$ cat src/rtl/rf_writeback_arbiter.sv
// rf_writeback_arbiter: shares the register-file write port between NUM_REQ
// writeback requesters. A round-robin pick feeds a one-entry output register,
// so the wr_* interface is driven straight from flops. Requests that target
// register 0 are accepted and dropped.
module rf_writeback_arbiter #(
  parameter int NUM_REQ    = 4,
  parameter int DATA_WIDTH = 32,
  parameter int TAG_WIDTH  = 7,
  parameter int RF_WIDTH   = 5,
  localparam int SEL_W     = $clog2(NUM_REQ)
) (
  input  logic                           clk,
  input  logic                           rst,
  input  logic                           halt,
  input  logic                           flush,
  input  logic [NUM_REQ-1:0]             req_valid,
  output logic [NUM_REQ-1:0]             req_ready,
  input  logic [NUM_REQ*RF_WIDTH-1:0]    req_rd,
  input  logic [NUM_REQ*TAG_WIDTH-1:0]   req_tag,
  input  logic [NUM_REQ*DATA_WIDTH-1:0]  req_data,
  output logic                           wr_valid,
  input  logic                           wr_ready,
  output logic [RF_WIDTH-1:0]            wr_rd,
  output logic [TAG_WIDTH-1:0]           wr_tag,
  output logic [DATA_WIDTH-1:0]          wr_data,
  output logic [SEL_W-1:0]               wr_src
);

  logic [SEL_W-1:0]      rr_ptr_q, rr_ptr_d;
  logic                  wr_valid_q, wr_valid_d;
  logic [RF_WIDTH-1:0]   wr_rd_q, wr_rd_d;
  logic [TAG_WIDTH-1:0]  wr_tag_q, wr_tag_d;
  logic [DATA_WIDTH-1:0] wr_data_q, wr_data_d;
  logic [SEL_W-1:0]      wr_src_q, wr_src_d;

  logic [SEL_W-1:0]      scan_idx;
  logic [SEL_W-1:0]      win_idx;
  logic                  win_found;
  logic                  slot_free;
  logic                  accept;
  logic                  draining;
  logic [RF_WIDTH-1:0]   win_rd;
  logic [TAG_WIDTH-1:0]  win_tag;
  logic [DATA_WIDTH-1:0] win_data;

  // Round-robin pick: first valid requester at or above rr_ptr, wrapping
  // naturally because NUM_REQ is a power of two.
  always_comb begin
    scan_idx  = rr_ptr_q;
    win_idx   = rr_ptr_q;
    win_found = 1'b0;
    for (int k = 0; k < NUM_REQ; k++) begin
      scan_idx = rr_ptr_q + SEL_W'(k);
      if (!win_found && req_valid[scan_idx]) begin
        win_idx   = scan_idx;
        win_found = 1'b1;
      end
    end
  end

  // The output register can take a new entry when empty or leaving this cycle;
  // halt, flush and reset all block acceptance.
  always_comb begin
    slot_free = ~wr_valid_q | wr_ready;
    draining  = wr_valid_q & wr_ready;
    accept    = win_found & slot_free & ~halt & ~flush & ~rst;
    win_rd    = req_rd[win_idx*RF_WIDTH +: RF_WIDTH];
    win_tag   = req_tag[win_idx*TAG_WIDTH +: TAG_WIDTH];
    win_data  = req_data[win_idx*DATA_WIDTH +: DATA_WIDTH];
  end

  // One-hot ready, only ever on the winning (hence valid) requester.
  generate
    for (genvar gi = 0; gi < NUM_REQ; gi++) begin : g_ready
      assign req_ready[gi] = accept & (win_idx == SEL_W'(gi));
    end
  endgenerate

  // Next state of the output stage and round-robin pointer; flush wins over
  // everything and leaves the pointer alone.
  always_comb begin
    rr_ptr_d   = rr_ptr_q;
    wr_valid_d = wr_valid_q;
    wr_rd_d    = wr_rd_q;
    wr_tag_d   = wr_tag_q;
    wr_data_d  = wr_data_q;
    wr_src_d   = wr_src_q;
    if (flush) begin
      wr_valid_d = 1'b0;
    end else if (accept) begin
      rr_ptr_d = win_idx + SEL_W'(1);
      if (|win_rd) begin
        wr_valid_d = 1'b1;
        wr_rd_d    = win_rd;
        wr_tag_d   = win_tag;
        wr_data_d  = win_data;
        wr_src_d   = win_idx;
      end else if (draining) begin
        wr_valid_d = 1'b0;
      end
    end else if (draining) begin
      wr_valid_d = 1'b0;
    end
  end

  // State register; reset clears the pending write immediately.
  always_ff @(posedge clk or posedge rst) begin
    if (rst) begin
      rr_ptr_q   <= '0;
      wr_valid_q <= 1'b0;
      wr_rd_q    <= '0;
      wr_tag_q   <= '0;
      wr_data_q  <= '0;
      wr_src_q   <= '0;
    end else begin
      rr_ptr_q   <= rr_ptr_d;
      wr_valid_q <= wr_valid_d;
      wr_rd_q    <= wr_rd_d;
      wr_tag_q   <= wr_tag_d;
      wr_data_q  <= wr_data_d;
      wr_src_q   <= wr_src_d;
    end
  end

  assign wr_valid = wr_valid_q;
  assign wr_rd    = wr_rd_q;
  assign wr_tag   = wr_tag_q;
  assign wr_data  = wr_data_q;
  assign wr_src   = wr_src_q;

endmodule

$ cat config.mk
export PLATFORM = sky130hd
export DESIGN_NAME = rf_writeback_arbiter
export DESIGN_NICKNAME = d
export VERILOG_FILES = /design/src/rtl/rf_writeback_arbiter.sv
export SDC_FILE = /design/constraint.sdc
export NUM_CORES = 1
export LEC_CHECK = 0
export ABC_AREA = 1
export BUFFER_PORTS_ARGS = -buffer_cell sky130_fd_sc_hd__buf_4
export CELL_PAD_IN_SITES_DETAIL_PLACEMENT = 0
export CELL_PAD_IN_SITES_GLOBAL_PLACEMENT = 1
export CORE_ASPECT_RATIO = 0.9
export CORE_MARGIN = 4
export CORE_UTILIZATION = 26
export DETAILED_ROUTE_END_ITERATION = 10
export GPL_TIMING_DRIVEN = 0
export MAX_ROUTING_LAYER = met4
export PLACE_DENSITY = 0.89
export SYNTH_ARGS = -nofsm -noshare
export SYNTH_HDL_FRONTEND = slang
export SYNTH_SLANG_ARGS = --single-unit
$ cat constraint.sdc
create_clock -name clk -period 2.3 [get_ports clk]
set_input_delay 0.115 -clock clk [delete_from_list [all_inputs] [get_ports clk]]
set_output_delay 0.115 -clock clk [all_outputs]
set_load 0.03 [all_outputs]
* Word level (Yosys, flattened, before mapping)
Cells that the tools add are included.
** Word-level totals
- Output and inout port bits :: 51
- Input bits :: 185
- Flip-flop bits (word level) :: 49
** Cells by class
- Multipliers :: 2
- Add/sub/neg operators :: 4
- Mux-type cells :: 19
- Bitwise gates (word level) :: 14
- Reductions and logical operators :: 10
- Magnitude comparators :: 4
- Shifts and indexed selects :: 3
- Equal/unequal tests :: 3
** Operators by type and width (number)
- 128-bit by 8-bit indexed part select with 32-bit output :: 1
- 28-bit by 6-bit indexed part select with 7-bit output :: 1
- 20-bit by 6-bit indexed part select with 5-bit output :: 1
- 2-bit by 3-bit less-than comparator with 1-bit output, second input constant :: 4
- 1-bit 2-to-1 mux :: 12
- 2-bit by 3-bit multiplier with 5-bit output, second input constant :: 2
- 1-bit bitwise AND :: 9
- 1-bit binary-select mux with 2-bit select :: 4
- 2-bit 2-to-1 mux :: 3
- 5-bit OR reduction :: 1
- 2-bit by 1-bit adder with 2-bit output, second input constant :: 2
- 2-bit adder, second input constant :: 2
- 2-bit == test, second input constant :: 2
- 1-bit NOT :: 4
- 1-bit logical AND :: 3
- 1-bit logical NOT :: 3
- 3-bit AND reduction :: 1
- 2-bit by 1-bit == test with 1-bit output, second input constant :: 1
- 2-bit logical NOT :: 1
- 2-bit AND reduction :: 1
- 1-bit OR :: 1

* Longest topological paths before layout
Gate-level depths: netlist (run 1).
- Depth in word-level cells :: 18
- Depth in mapped cells :: 22
- Gate-level depth less buffers :: 19

* Worst setup path before layout (run 1)
OpenSTA, ideal clock, no wires.
- Path kind :: reg-to-output
- From :: reg rr_ptr_q[0]
- To :: out req_ready[1]
- Data arrival time :: 2.371 ns
- Setup slack :: -0.186 ns
- Cell stages (with the launch flop) :: 16
- Data required time :: 2.185 ns
- Cell sequence :: dfrtp_1 > inv_2 > buf_6 > nand2_1 > nand3_1 > nand2_1 > nor2_8 > nand3_1 > nand2_1 > nand2_1 > nand2_1 > buf_2 > clkbuf_1 > ha_1 > inv_1 > nor2_1
** On the way
- Cells in the longest elaborated chain, start to end :: 17
- Elaborated cells between the ends (all ways) :: 30
** RTL lines
- from (decl) :: line 29 : logic [SEL_W-1:0] rr_ptr_q, rr_ptr_d;
- from (signal assigned) :: line 116 : rr_ptr_q <= rr_ptr_d;
- branches (longest 16 deep; another with 2-bit by 1-bit adder with 2-bit output)
- 1-bit bitwise AND * :: line 75 : assign req_ready[gi] = accept & (win_idx == SEL_W'(gi));
- to (decl) :: line 17 : output logic [NUM_REQ-1:0] req_ready,
Mark *: on every way between the ends. The select of a mux whose other input is x is not followed.

* Worst setup path after layout (run 1)
- From :: reg rr_ptr_q[0]
- To :: reg wr_data_q[7], in the netlist wr_data[7]
** On the way
- Cells in the longest elaborated chain, start to end :: 17
- Elaborated cells between the ends (all ways) :: 33
** RTL lines
- branches (longest 17 deep; another with 2-bit by 3-bit multiplier with 5-bit output)
- to (signal assigned) :: line 120 : wr_data_q <= wr_data_d;
- to (decl) :: line 33 : logic [DATA_WIDTH-1:0] wr_data_q, wr_data_d;
Several ways; the timed one is not identified. The select of a mux whose other input is x is not followed.
A chain may end at the register's enable or synchronous reset.

==> flow_summary.rst, run 1 <==
.. list-table::
   :header-rows: 1

   * - Metric
     - Value
   * - Status
     - complete, but fails checks
   * - Failing checks
     - negative setup slack
   * - Top cell family by delay on the critical path
     - simple AND/OR/NAND/NOR gates
   * - Total number of placement rows
     - 42
   * - Cell area power density
     - 1830 nW/µm²
   * - Critical Path AT
     - 2.78 ns
   * - Yosys warning total
     - 0
   * - Cell Chain, Critical Path
     - inv_2, buf_6, nand2_1, nand3_1, nand2_2, nor2_8, nand4_4, nand2_8, buf_8, nand2_2, nand2_1, nand2_1, nand2_1, nand3_2, inv_2, nand2_4, buf_12, clkbuf_16, nand3_2, nand2_1
   * - Number of failing hold endpoints at the final stage
     - 0
   * - Clock insertion delay at the later pin of the skew report
     - 0.29 ns
   * - Number of buffers inserted during clock tree synthesis
     - 5
   * - Largest stage delay on the critical path
     - 0.42 ns
   * - Worst-case clock buffer depth
     - 2
   * - Cell count after synthesis
     - 661
   * - Buffering stage count on the worst path with inverters included
     - 6
   * - Cell leakage power
     - 3.87 nW
   * - First-pass GRT wire length
     - 27000 µm
   * - Register bit total from synthesis
     - 49
   * - Fraction of final layout cells with drive strength greater than 1
     - 0.432
   * - Max-cap violation count
     - 0
   * - Total non-filler cell area in the finished layout
     - 7060 µm²
   * - Cell accounting for the most synthesized area
     - sky130_fd_sc_hd__nand2_1
   * - Final instance count without filler cells
     - 1142
   * - Share of synthesized area occupied by flip-flops and latches
     - 0.309
   * - Drt wl/cell
     - 15.0 µm
   * - Die Y
     - 125 µm
   * - Share of power burned in the clock network
     - 0.059
   * - Main area contributors after synthesis
     - sky130_fd_sc_hd__nand2_1, sky130_fd_sc_hd__dfrtp_1, sky130_fd_sc_hd__nand3_1
   * - Area used by sequential logic in the layout
     - 1230 µm²
   * - Clk slew on worst S/H paths
     - 0.07 ns
   * - Worst IR Drop VDD
     - 716 µV
   * - Top cell by count, worst path
     - sky130_fd_sc_hd__nand2_1
   * - Unrepaired setup endpoints after global routing
     - yes
   * - Largest clock skew in the final design
     - 0.00467 ns
   * - Setup slack after layout
     - -0.296 ns
   * - DRC marker count from the first detailed-route iteration
     - 242
   * - DR vias
     - 5216
   * - Vias in the first global route
     - 5295
   * - Nets in the synthesized netlist
     - 850
   * - H-tree level count
     - 2
   * - HPWL reported at the end of detailed placement
     - 12900 µm
   * - Area delta synth->final
     - 78.0%
   * - Net load switching power
     - 7.07 mW
   * - Number of filler instances in the final layout
     - 1593
   * - WS Path Type
     - register to register
   * - Sequential group share of total power
     - 0.116
   * - Placeable core region
     - 14800 µm²
   * - Overall Global Routing Usage
     - 0.195
   * - Final design utilization
     - 0.477
   * - Clock tree from TritonCTS
     - done
   * - Vias/cell
     - 4.57
   * - CTS Root Buffer Type
     - sky130_fd_sc_hd__clkbuf_16
   * - Unique cell type count in the Yosys netlist
     - 27
   * - Starting Density
     - 0.268
   * - Worst Path Required
     - 2.49 ns
   * - Slowest stage cell on the critical path
     - sky130_fd_sc_hd__dfrtp_1
   * - Maximum clock rate
     - 0.385 GHz
   * - Total Power
     - 12.9 mW
   * - WL final
     - 17200 µm
   * - Multi-input combinational cell area
     - 2690 µm²
   * - Switching Fraction
     - 0.547
   * - Die Area
     - 17300 µm²
   * - Routability congestion estimate
     - 0.843
   * - Ports placed on the boundary
     - 236
   * - Initial antenna violation count
     - 0
   * - Proportion of netlist area held by the largest area contributor
     - 0.339
   * - Clock Sink Count
     - 49
   * - Overflow after GRT
     - 0
   * - Detailed Routing Iterations Pass 1
     - 5
   * - # placed instances
     - 1095
   * - Rel. slew slack
     - 0.497
   * - Min Tclk post-route
     - 2.60 ns
   * - Worst-margin pin slew
     - 0.755 ns
   * - Number of pins exceeding their max-slew limit in the final report
     - 0
   * - CP max FO
     - 5
   * - Number of nets in the final layout
     - 1133
   * - Largest net degree at the start of global routing
     - 27
   * - Cell internal power dissipation
     - 5.86 mW
   * - Period Utilization, post-route
     - 1.13
   * - # setup viols final
     - 51
   * - Category of the worst setup path launch point
     - register
   * - DRC violations left
     - 0
   * - Port-buffer cells
     - 235
   * - Part of the power in combinational logic
     - 0.826
   * - Horizontal extent of the die
     - 138 µm
   * - Post-route antenna net violation count
     - 0
   * - Avg Inst Size Synth
     - 6.00 µm²
   * - Total inserted antenna cells
     - 0
   * - Dpl cell area
     - 6010 µm²
   * - Type of the tightest min-delay check
     - input pin to register
   * - Endpoint type of the worst setup path
     - register
   * - Post-Syn Area
     - 3970 µm²
   * - Worst slack, placed
     - -0.704 ns
kinds of logic after synthesis:
group,after synthesis,synth area share
and+or+nand+nor,490,0.518
adders and majority gates,4,0.0126
DFF,49,0.309
AOI/OAI and AO/OA,47,0.0741
buffers and inverters,71,0.0864
worst paths after layout:
kind | from | endpoint | slack, ns | cells past startpoint
worst max-delay path | rr_ptr_q[0] | wr_data[7] | -0.30 | 20
worst min-delay path | wr_ready | wr_valid | 0.08 | 4
worst max register to register | rr_ptr_q[0] | wr_data[7] | -0.30 | 20
worst min register to register | wr_data[1] | wr_data[1] | 0.47 | 2
max in group asynchronous | rst | wr_data[24] | 1.31 | 4
min in group asynchronous | rst | wr_tag[4] | 0.45 | 3
stage by stage:
step	setup TNS (ns)	hold slack (ns)
2_1_floorplan	0	0.178
3_3_place_gp	-26.93	0.278
3_5_place_dp	-27.53	0.210
4_1_cts	-11.30	0.0621
5_1_grt	-21.55	0.0875
6_report	-13.22	0.0762
sequential cells by signal (all words and copies together), names as in the netlist:
register and cells:
wr_valid 1, rr_ptr_q 2, wr_src 2, wr_tag 7, wr_rd 5, wr_data 32
metal layers:
metal | up-vias | share of wire | global-route usage
li1 | 2655 | - | -
met1 | 2345 | 0.45 | 0.246
met2 | 193 | 0.48 | 0.328
met3 | 23 | 0.058 | 0.0340
met4 | 0 | 0.019 | 0.0482
met5 | - | 0 | -
worst min-delay path: cells and delay by family:
kind,cells,cell delay (ns)
AND/OR/NAND/NOR,1,0.04
AO/OA/AOI/OAI,1,0.05
buffers and inverters,2,0.12
synth_stat cells, drive strengths merged:
cell type / instances
nand3b: 9
buf: 18
nand2: 375
o21bai: 1
ha: 4
nand4: 2
nand3: 58
nor2: 45
a31oi: 39
nor4: 1
dfrtp: 49
inv: 27
clkbuf: 26
a21oi: 1
o21ai: 6
layout by cell type, fill, tap and decap left out, drive strengths merged:
| cell type | synthesis | routed |
|---|---|---|
| bufbuf | 0 | 1 |
| clkinvlp | 0 | 1 |
| nand4 | 2 | 2 |
| o21ai | 6 | 6 |
| dfrtp | 49 | 49 |
| nand3b | 9 | 9 |
| dlygate4sd3 | 0 | 2 |
| nor4 | 1 | 1 |
| buf | 18 | 289 |
| o21bai | 1 | 1 |
| inv | 27 | 27 |
| a21oi | 1 | 1 |
| nor2 | 45 | 45 |
| ha | 4 | 4 |
| nand3 | 58 | 58 |
| clkbuf | 26 | 34 |
| nand2 | 375 | 375 |
| a31oi | 39 | 39 |
area by class of cell:
class | count | area share
Clock buffer | 6 | 0.0197
Multi-Input combinational cell | 541 | 0.381
Sequential cell | 49 | 0.174
Clock inverter | 1 | 0.00106
Timing Repair Buffer | 276 | 0.317
Buffer | 44 | 0.0553
Tap cell | 198 | 0.0351
Inverter | 27 | 0.0172
power groups by stage:
stage / Combinational (mW) / Clock, mW / Sequential [mW]
2_1_floorplan: 5.20 / 0 / 2.22
3_3_place_gp: 8.59 / 0 / 1.49
3_5_place_dp: 8.59 / 0 / 1.50
4_1_cts: 10.1 / 0.778 / 1.49
5_1_grt: 11.8 / 0.818 / 1.55
6_report: 10.7 / 0.756 / 1.50
what timing repair did:
action / in CTS / in global routing
pin swaps: 16 / 23
setup buffers: 20 / 11
hold endpoints to repair: 24 / 0
gates resized for setup: 91 / 53
cloned: 5 / 2
endpoints found under the setup margin: 53 / 53
hold buffers: 2 / 0
Note: power is estimated with default switching activity, not from simulation.
==> run 2: changes to the inputs <==
==> constraint.sdc (replaced) <==
create_clock -name clk -period 2.3 [get_ports clk]
set_input_delay 0.46 -clock clk [delete_from_list [all_inputs] [get_ports clk]]
set_output_delay 0.46 -clock clk [all_outputs]
set_load 0.03 [all_outputs]
==> flow_summary.rst, run 2 (synthesis results as in run 1) <==
.. list-table::
   :header-rows: 1

   * - Metric
     - Value
   * - Status
     - complete, but fails checks
   * - Failing checks
     - negative setup slack
   * - Die Area
     - 17300 µm² (unchanged)
   * - Detailed Routing Iterations Pass 1
     - 4 (-1)
   * - Cell area power density
     - 1910 nW/µm² (+4.4%)
   * - Maximum clock rate
     - 0.360 GHz (-6.4%)
   * - Type of the tightest min-delay check
     - input pin to async pin
   * - First-pass GRT wire length
     - 26700 µm (-1.3%)
   * - Horizontal extent of the die
     - 138 µm (unchanged)
   * - Initial antenna violation count
     - 0 (unchanged)
   * - Worst IR Drop VDD
     - 809 µV (+13%)
   * - Total Power
     - 13.2 mW (+2.0%)
   * - Worst-case clock buffer depth
     - 2 (unchanged)
   * - Area used by sequential logic in the layout
     - 1230 µm² (unchanged)
   * - Rel. slew slack
     - 0.600 (+0.103)
   * - Sequential group share of total power
     - 0.114 (-0.002)
   * - Max-cap violation count
     - 0 (unchanged)
   * - Vias/cell
     - 4.50 (-1.5%)
   * - Cell leakage power
     - 3.81 nW (-1.5%)
   * - Net load switching power
     - 7.13 mW (+0.89%)
   * - Routability congestion estimate
     - 0.846 (+0.37%)
   * - Placeable core region
     - 14800 µm² (unchanged)
   * - Number of nets in the final layout
     - 1126 (-0.62%)
   * - DR vias
     - 5110 (-2.0%)
   * - Fraction of final layout cells with drive strength greater than 1
     - 0.408 (-0.0239)
   * - Reg-to-reg endpoint
     - wr_data[19]
   * - Clock tree from TritonCTS
     - done
   * - Category of the worst setup path launch point
     - register
   * - Leading cell types in the layout, fill and taps excluded
     - sky130_fd_sc_hd__nand2_1, sky130_fd_sc_hd__buf_4, sky130_fd_sc_hd__nand3_1
   * - WS Path Type
     - register to output port
   * - Dpl cell area
     - 6070 µm² (+1.0%)
   * - Clock insertion delay at the later pin of the skew report
     - 0.29 ns (about the same)
   * - Post-route worst hold slack
     - 0.224 ns (+0.148 ns)
   * - Total non-filler cell area in the finished layout
     - 6900 µm² (-2.3%)
   * - Overall Global Routing Usage
     - 0.195 (about the same)
   * - Largest clock skew in the final design
     - 0.00461 ns (-0.0000697 ns)
   * - Clk slew on worst S/H paths
     - 0.07 ns (about the same)
   * - Die Y
     - 125 µm (unchanged)
   * - Overflow after GRT
     - 0 (unchanged)
   * - H-tree level count
     - 2 (unchanged)
   * - Final design utilization
     - 0.466 (-0.0108)
   * - Area delta synth->final
     - 74.0%
   * - Drt wl/cell
     - 15.2 µm (+1.1%)
   * - Starting Density
     - 0.268 (unchanged)
   * - Worst-margin pin slew
     - 0.595 ns (-0.160 ns)
   * - Setup TNS
     - -14.11 ns (-0.884 ns)
   * - Post-route antenna net violation count
     - 0 (unchanged)
   * - Final instance count without filler cells
     - 1136 (-0.53%)
   * - Clock Sink Count
     - 49 (unchanged)
   * - Multi-input combinational cell area
     - 2640 µm² (-2.0%)
   * - Leading cell type in the layout, fill and taps excluded
     - sky130_fd_sc_hd__nand2_1
   * - Switching Fraction
     - 0.541 (-0.00592)
   * - WL final
     - 17300 µm (+0.55%)
   * - Endpoint type of the worst setup path
     - output port
   * - Number of flip-flops in the largest register
     - 32 (unchanged)
   * - # setup viols final
     - 51 (unchanged)
   * - # placed instances
     - 1095 (unchanged)
   * - Unrepaired setup endpoints after global routing
     - yes
   * - Setup slack after layout
     - -0.474 ns (-0.178 ns)
   * - Number of filler instances in the final layout
     - 1627 (+2.1%)
   * - Origin of the critical flop-to-flop path
     - rr_ptr_q[0]
   * - Total number of placement rows
     - 42 (unchanged)
   * - CP max FO
     - 5 (unchanged)
   * - Vias in the first global route
     - 5124 (-3.2%)
   * - Part of the power in combinational logic
     - 0.828 (+0.002)
   * - Ports placed on the boundary
     - 236 (unchanged)
   * - Share of power burned in the clock network
     - 0.059 (about the same)
   * - Flop2flop setup slack
     - -0.28 ns (+0.02 ns)
   * - Register-to-Register Path Depth
     - 21 (+5.0%)
   * - Period Utilization, post-route
     - 1.21 (+0.0776)
   * - Number of pins exceeding their max-slew limit in the final report
     - 0 (unchanged)
   * - Port-buffer cells
     - 235 (unchanged)
   * - Cell internal power dissipation
     - 6.05 mW (+3.3%)
   * - Total inserted antenna cells
     - 0 (unchanged)
   * - DRC marker count from the first detailed-route iteration
     - 257 (+6.2%)
   * - CTS Root Buffer Type
     - sky130_fd_sc_hd__clkbuf_16
   * - Worst slack, placed
     - -0.640 ns (+0.0645 ns)
   * - HPWL reported at the end of detailed placement
     - 13400 µm (+3.9%)
   * - Number of buffers inserted during clock tree synthesis
     - 5 (unchanged)
   * - Min Tclk post-route
     - 2.77 ns (+0.178 ns)
   * - Number of failing hold endpoints at the final stage
     - 0 (unchanged)
   * - Hold buffer count at cts
     - 0 (-2)
   * - DRC violations left
     - 0 (unchanged)
   * - Worst Path Required
     - 1.84 ns (-0.65 ns)
   * - Largest net degree at the start of global routing
     - 28 (+3.7%)
   * - Critical Path AT
     - 2.31 ns (-0.47 ns)
-- run 2: layer usage --
layer,global-route usage,part of all wire
met1,0.247,0.44
met2,0.336,0.49
met3,0.0267,0.050
met4,0.0413,0.017
met5,-,0
-- run 2: worst max-delay path: stages (launching register included) --
cell	delay, ns
sky130_fd_sc_hd__dfrtp_1	0.43
sky130_fd_sc_hd__inv_2	0.08
sky130_fd_sc_hd__buf_6	0.14
sky130_fd_sc_hd__nand2_2	0.05
sky130_fd_sc_hd__nand2_2	0.05
sky130_fd_sc_hd__nand2_2	0.07
sky130_fd_sc_hd__nand2_4	0.09
sky130_fd_sc_hd__nor2_8	0.14
sky130_fd_sc_hd__nand4_4	0.20
sky130_fd_sc_hd__nand2_8	0.15
sky130_fd_sc_hd__buf_12	0.12
sky130_fd_sc_hd__clkbuf_16	0.14
sky130_fd_sc_hd__ha_4	0.13
sky130_fd_sc_hd__inv_4	0.03
sky130_fd_sc_hd__nor2_4	0.07
sky130_fd_sc_hd__buf_6	0.13
-- run 2: final cells by class --
class	instances	area share
plain buffers	43	0.0567
repair buffers	270	0.307
inverters	27	0.0176
multi-input cells	541	0.383
clock inverters	2	0.00199
flip-flops and latches	49	0.178
clock buffers	6	0.0201
well taps	198	0.0359
-- run 2: repair_timing --
item                                    in CTS  in global routing
pin swaps                                   16                  7
endpoints found under the setup margin      53                 53
gates resized for setup                     73                 49
cloned                                       2                  0
setup buffers                               30                  2
-- run 2: how the worst max path moves through the flow --
stage,from,end,cells after the start
3_5_place_dp,req_valid[3],wr_tag[4],17
4_1_cts,rr_ptr_q[0],req_ready[0],19
3_3_place_gp,req_valid[3],wr_tag[1],17
5_1_grt,rr_ptr_q[0],req_ready[1],19
6_report,rr_ptr_q[0],req_ready[0],15
2_1_floorplan,rr_ptr_q[0],wr_data[11],14
-- run 2: power groups by stage --
stage | Clock [mW] | Sequential (mW) | Combinational (mW)
floorplan | 0 | 2.22 | 5.41
global placement | 0 | 1.49 | 8.81
detailed placement | 0 | 1.50 | 8.87
CTS | 0.793 | 1.50 | 10.6
global route | 0.829 | 1.55 | 12.0
finish | 0.772 | 1.50 | 10.9
==> run 3: changes to the inputs <==
RECOVER_POWER = 50   (was unset)
SLEW_MARGIN = 5   (was unset)
==> flow_summary.rst, run 3 (synthesis results as in run 1) <==
.. list-table::
   :header-rows: 1

   * - Metric
     - Value
   * - HPWL reported at the end of detailed placement
     - 13400 µm (unchanged)
   * - Status
     - complete, but fails checks
   * - Worst-margin pin slew
     - 0.914 ns (+0.319 ns)
   * - Number of buffers inserted during clock tree synthesis
     - 5 (unchanged)
   * - Die Y
     - 125 µm (unchanged)
   * - DRC violations left
     - 0 (unchanged)
   * - Number of failing hold endpoints at the final stage
     - 0 (unchanged)
   * - Drt wl/cell
     - 15.2 µm (about the same)
   * - Top cell family by delay on the critical path
     - buffers and inverters
   * - Vias/cell
     - 4.53 (+0.63%)
   * - Cell depth of the worst hold path
     - 2
   * - Ports placed on the boundary
     - 236 (unchanged)
   * - Horizontal extent of the die
     - 138 µm (unchanged)
   * - Fraction of final layout cells with drive strength greater than 1
     - 0.407 (-0.00107)
   * - Max-cap violation count
     - 0 (unchanged)
   * - Clock tree from TritonCTS
     - done
   * - Period Utilization, post-route
     - 1.21 (+0.00373)
   * - Maximum clock rate
     - 0.359 GHz (-0.31%)
   * - CP max FO
     - 5 (unchanged)
   * - Cell Chain, Critical Path
     - inv_2, buf_6, nand2_2, nand2_2, o21ai_4, nand4_4, nand2_8, buf_12, clkbuf_16, ha_4, inv_4, nor2_4, buf_6
   * - Placeable core region
     - 14800 µm² (unchanged)
   * - Worst-case clock buffer depth
     - 2 (unchanged)
   * - Number of cells on the critical path
     - 13 (-2)
   * - Cell area power density
     - 1910 nW/µm² (+0.21%)
   * - Failing checks
     - negative setup slack
   * - Min Tclk post-route
     - 2.78 ns (+0.00857 ns)
   * - Total inserted antenna cells
     - 0 (unchanged)
   * - Category of the worst setup path launch point
     - register
   * - Hold buffer count at cts
     - 0 (unchanged)
   * - CTS Root Buffer Type
     - sky130_fd_sc_hd__clkbuf_16
   * - Register-to-Register Path Depth
     - 19 (-9.5%)
   * - WL final
     - 17300 µm (about the same)
   * - Cell leakage power
     - 3.81 nW (-0.11%)
   * - H-tree level count
     - 2 (unchanged)
   * - Type of the tightest min-delay check
     - input pin to register
   * - Detailed Routing Iterations Pass 1
     - 4 (unchanged)
   * - Clock Sink Count
     - 49 (unchanged)
   * - Starting Density
     - 0.268 (unchanged)
   * - DR vias
     - 5142 (+0.63%)
   * - Number of flip-flops in the largest register
     - 32 (unchanged)
   * - Dpl cell area
     - 6070 µm² (unchanged)
   * - Overall Global Routing Usage
     - 0.195 (unchanged)
   * - Setup slack after layout
     - -0.483 ns (-0.00857 ns)
   * - Largest clock skew in the final design
     - 0.00407 ns (-0.000532 ns)
   * - Port-buffer cells
     - 235 (unchanged)
   * - Number of pins exceeding their max-slew limit in the final report
     - 0 (unchanged)
   * - Worst IR Drop VDD
     - 809 µV (about the same)
   * - Unrepaired setup endpoints after global routing
     - yes
   * - Clock insertion delay at the later pin of the skew report
     - 0.29 ns (about the same)
   * - Initial antenna violation count
     - 0 (unchanged)
   * - Total Power
     - 13.2 mW (about the same)
   * - WS Path Type
     - register to output port
   * - Clk slew on worst S/H paths
     - 0.07 ns (about the same)
   * - Endpoint type of the worst setup path
     - output port
   * - Buffering stage count on the worst path with inverters included
     - 6 (unchanged)
   * - First-pass GRT wire length
     - 26700 µm (unchanged)
   * - Routability congestion estimate
     - 0.846 (unchanged)
   * - Slowest stage cell on the critical path
     - sky130_fd_sc_hd__dfrtp_1
   * - Number of nets in the final layout
     - 1126 (unchanged)
   * - Post-route antenna net violation count
     - 0 (unchanged)
   * - Post-route worst hold slack
     - 0.327 ns (+0.103 ns)
   * - Final design utilization
     - 0.465 (-0.00101)
   * - Worst Path Required
     - 1.84 ns (about the same)
   * - Rel. slew slack
     - 0.390 (-0.210)
   * - Vias in the first global route
     - 5124 (unchanged)
   * - Total number of placement rows
     - 42 (unchanged)
   * - Leading cell types in the layout, fill and taps excluded
     - sky130_fd_sc_hd__nand2_1, sky130_fd_sc_hd__buf_4, sky130_fd_sc_hd__nand3_1
   * - DRC marker count from the first detailed-route iteration
     - 258 (+0.39%)
   * - # setup viols final
     - 51 (unchanged)
   * - Overflow after GRT
     - 0 (unchanged)
   * - Area delta synth->final
     - 73.6%
   * - Total non-filler cell area in the finished layout
     - 6890 µm² (-0.22%)
   * - Largest net degree at the start of global routing
     - 28 (unchanged)
   * - Largest stage delay on the critical path
     - 0.43 ns (about the same)
   * - Leading cell type in the layout, fill and taps excluded
     - sky130_fd_sc_hd__nand2_1
   * - Setup TNS
     - -14.80 ns (-0.694 ns)
   * - Critical Path AT
     - 2.32 ns (about the same)
   * - Die Area
     - 17300 µm² (unchanged)
-- run 3: final timing paths --
kind / endpoint / slack (ns) / startpoint
worst max-delay path: req_ready[0] / -0.48 / rr_ptr_q[0]
worst min-delay path: wr_valid / 0.33 / flush
worst max register to register: wr_data[19] / -0.30 / rr_ptr_q[0]
worst min register to register: wr_src[1] / 0.47 / wr_src[1]
max in group asynchronous: wr_data[19] / 0.70 / rst
min in group asynchronous: wr_valid / 0.39 / rst
-- run 3: final cells by class --
class / count / area [µm²]
inverter: 27 / 121
sequential: 49 / 1230
multi-input combinational: 541 / 2640
fill: 1629 / 7930
tap: 198 / 248
clock buffer: 6 / 139
buffer: 43 / 392
timing repair buffer: 270 / 2110
clock inverter: 2 / 13.8
-- run 3: worst reg2reg max path, stage by stage (launching register included) --
cell and delay (ns):
sky130_fd_sc_hd__dfrtp_1 0.43, sky130_fd_sc_hd__inv_2 0.08, sky130_fd_sc_hd__buf_6 0.14, sky130_fd_sc_hd__nand2_2 0.06, sky130_fd_sc_hd__nand2_2 0.07, sky130_fd_sc_hd__o21ai_4 0.27
sky130_fd_sc_hd__nand3_4 0.13, sky130_fd_sc_hd__nand2_4 0.12, sky130_fd_sc_hd__nand2_8 0.08, sky130_fd_sc_hd__buf_12 0.14, sky130_fd_sc_hd__buf_4 0.13, sky130_fd_sc_hd__nand2_1 0.05
sky130_fd_sc_hd__nand3_1 0.08, sky130_fd_sc_hd__nand2_2 0.11, sky130_fd_sc_hd__nand2_4 0.07, sky130_fd_sc_hd__o21bai_4 0.17, sky130_fd_sc_hd__buf_8 0.15, sky130_fd_sc_hd__buf_8 0.16
sky130_fd_sc_hd__nand2_2 0.05, sky130_fd_sc_hd__nand2_1 0.05
-- run 3: what timing repair did --
item                       4_1_cts  5_1_grt
gates resized for setup         73       49
cloned                           2        0
buffers inserted                30        2
setup endpoints to repair       53       53
pin swaps                       16        7
-- run 3: stage by stage --
stage	worst slack, ns	instances
final	-0.483	1136
after detailed placement	-0.640	1095
after global placement	-0.614	1094
after floorplan	-0.0791	661
after global routing	-0.645	1136
after CTS	-0.454	1134
-- run 3: report_power, final --
part / internal [mW] / leakage [nW] / switching, mW
sequential: 1.26 / 0.614 / 0.242
clock: 0.434 / 0.0768 / 0.336
combinational: 4.35 / 3.12 / 6.55
total: 6.05 / 3.81 / 7.13
-- run 3: layer usage --
layer	share of wire	GRT usage	routed length (µm)	up-vias
met5	0	-	0	-
met4	0.017	0.0413	297	0
met3	0.044	0.0267	764	19
met2	0.49	0.336	8490	163
met1	0.45	0.247	7720	2319
li1	-	-	-	2641
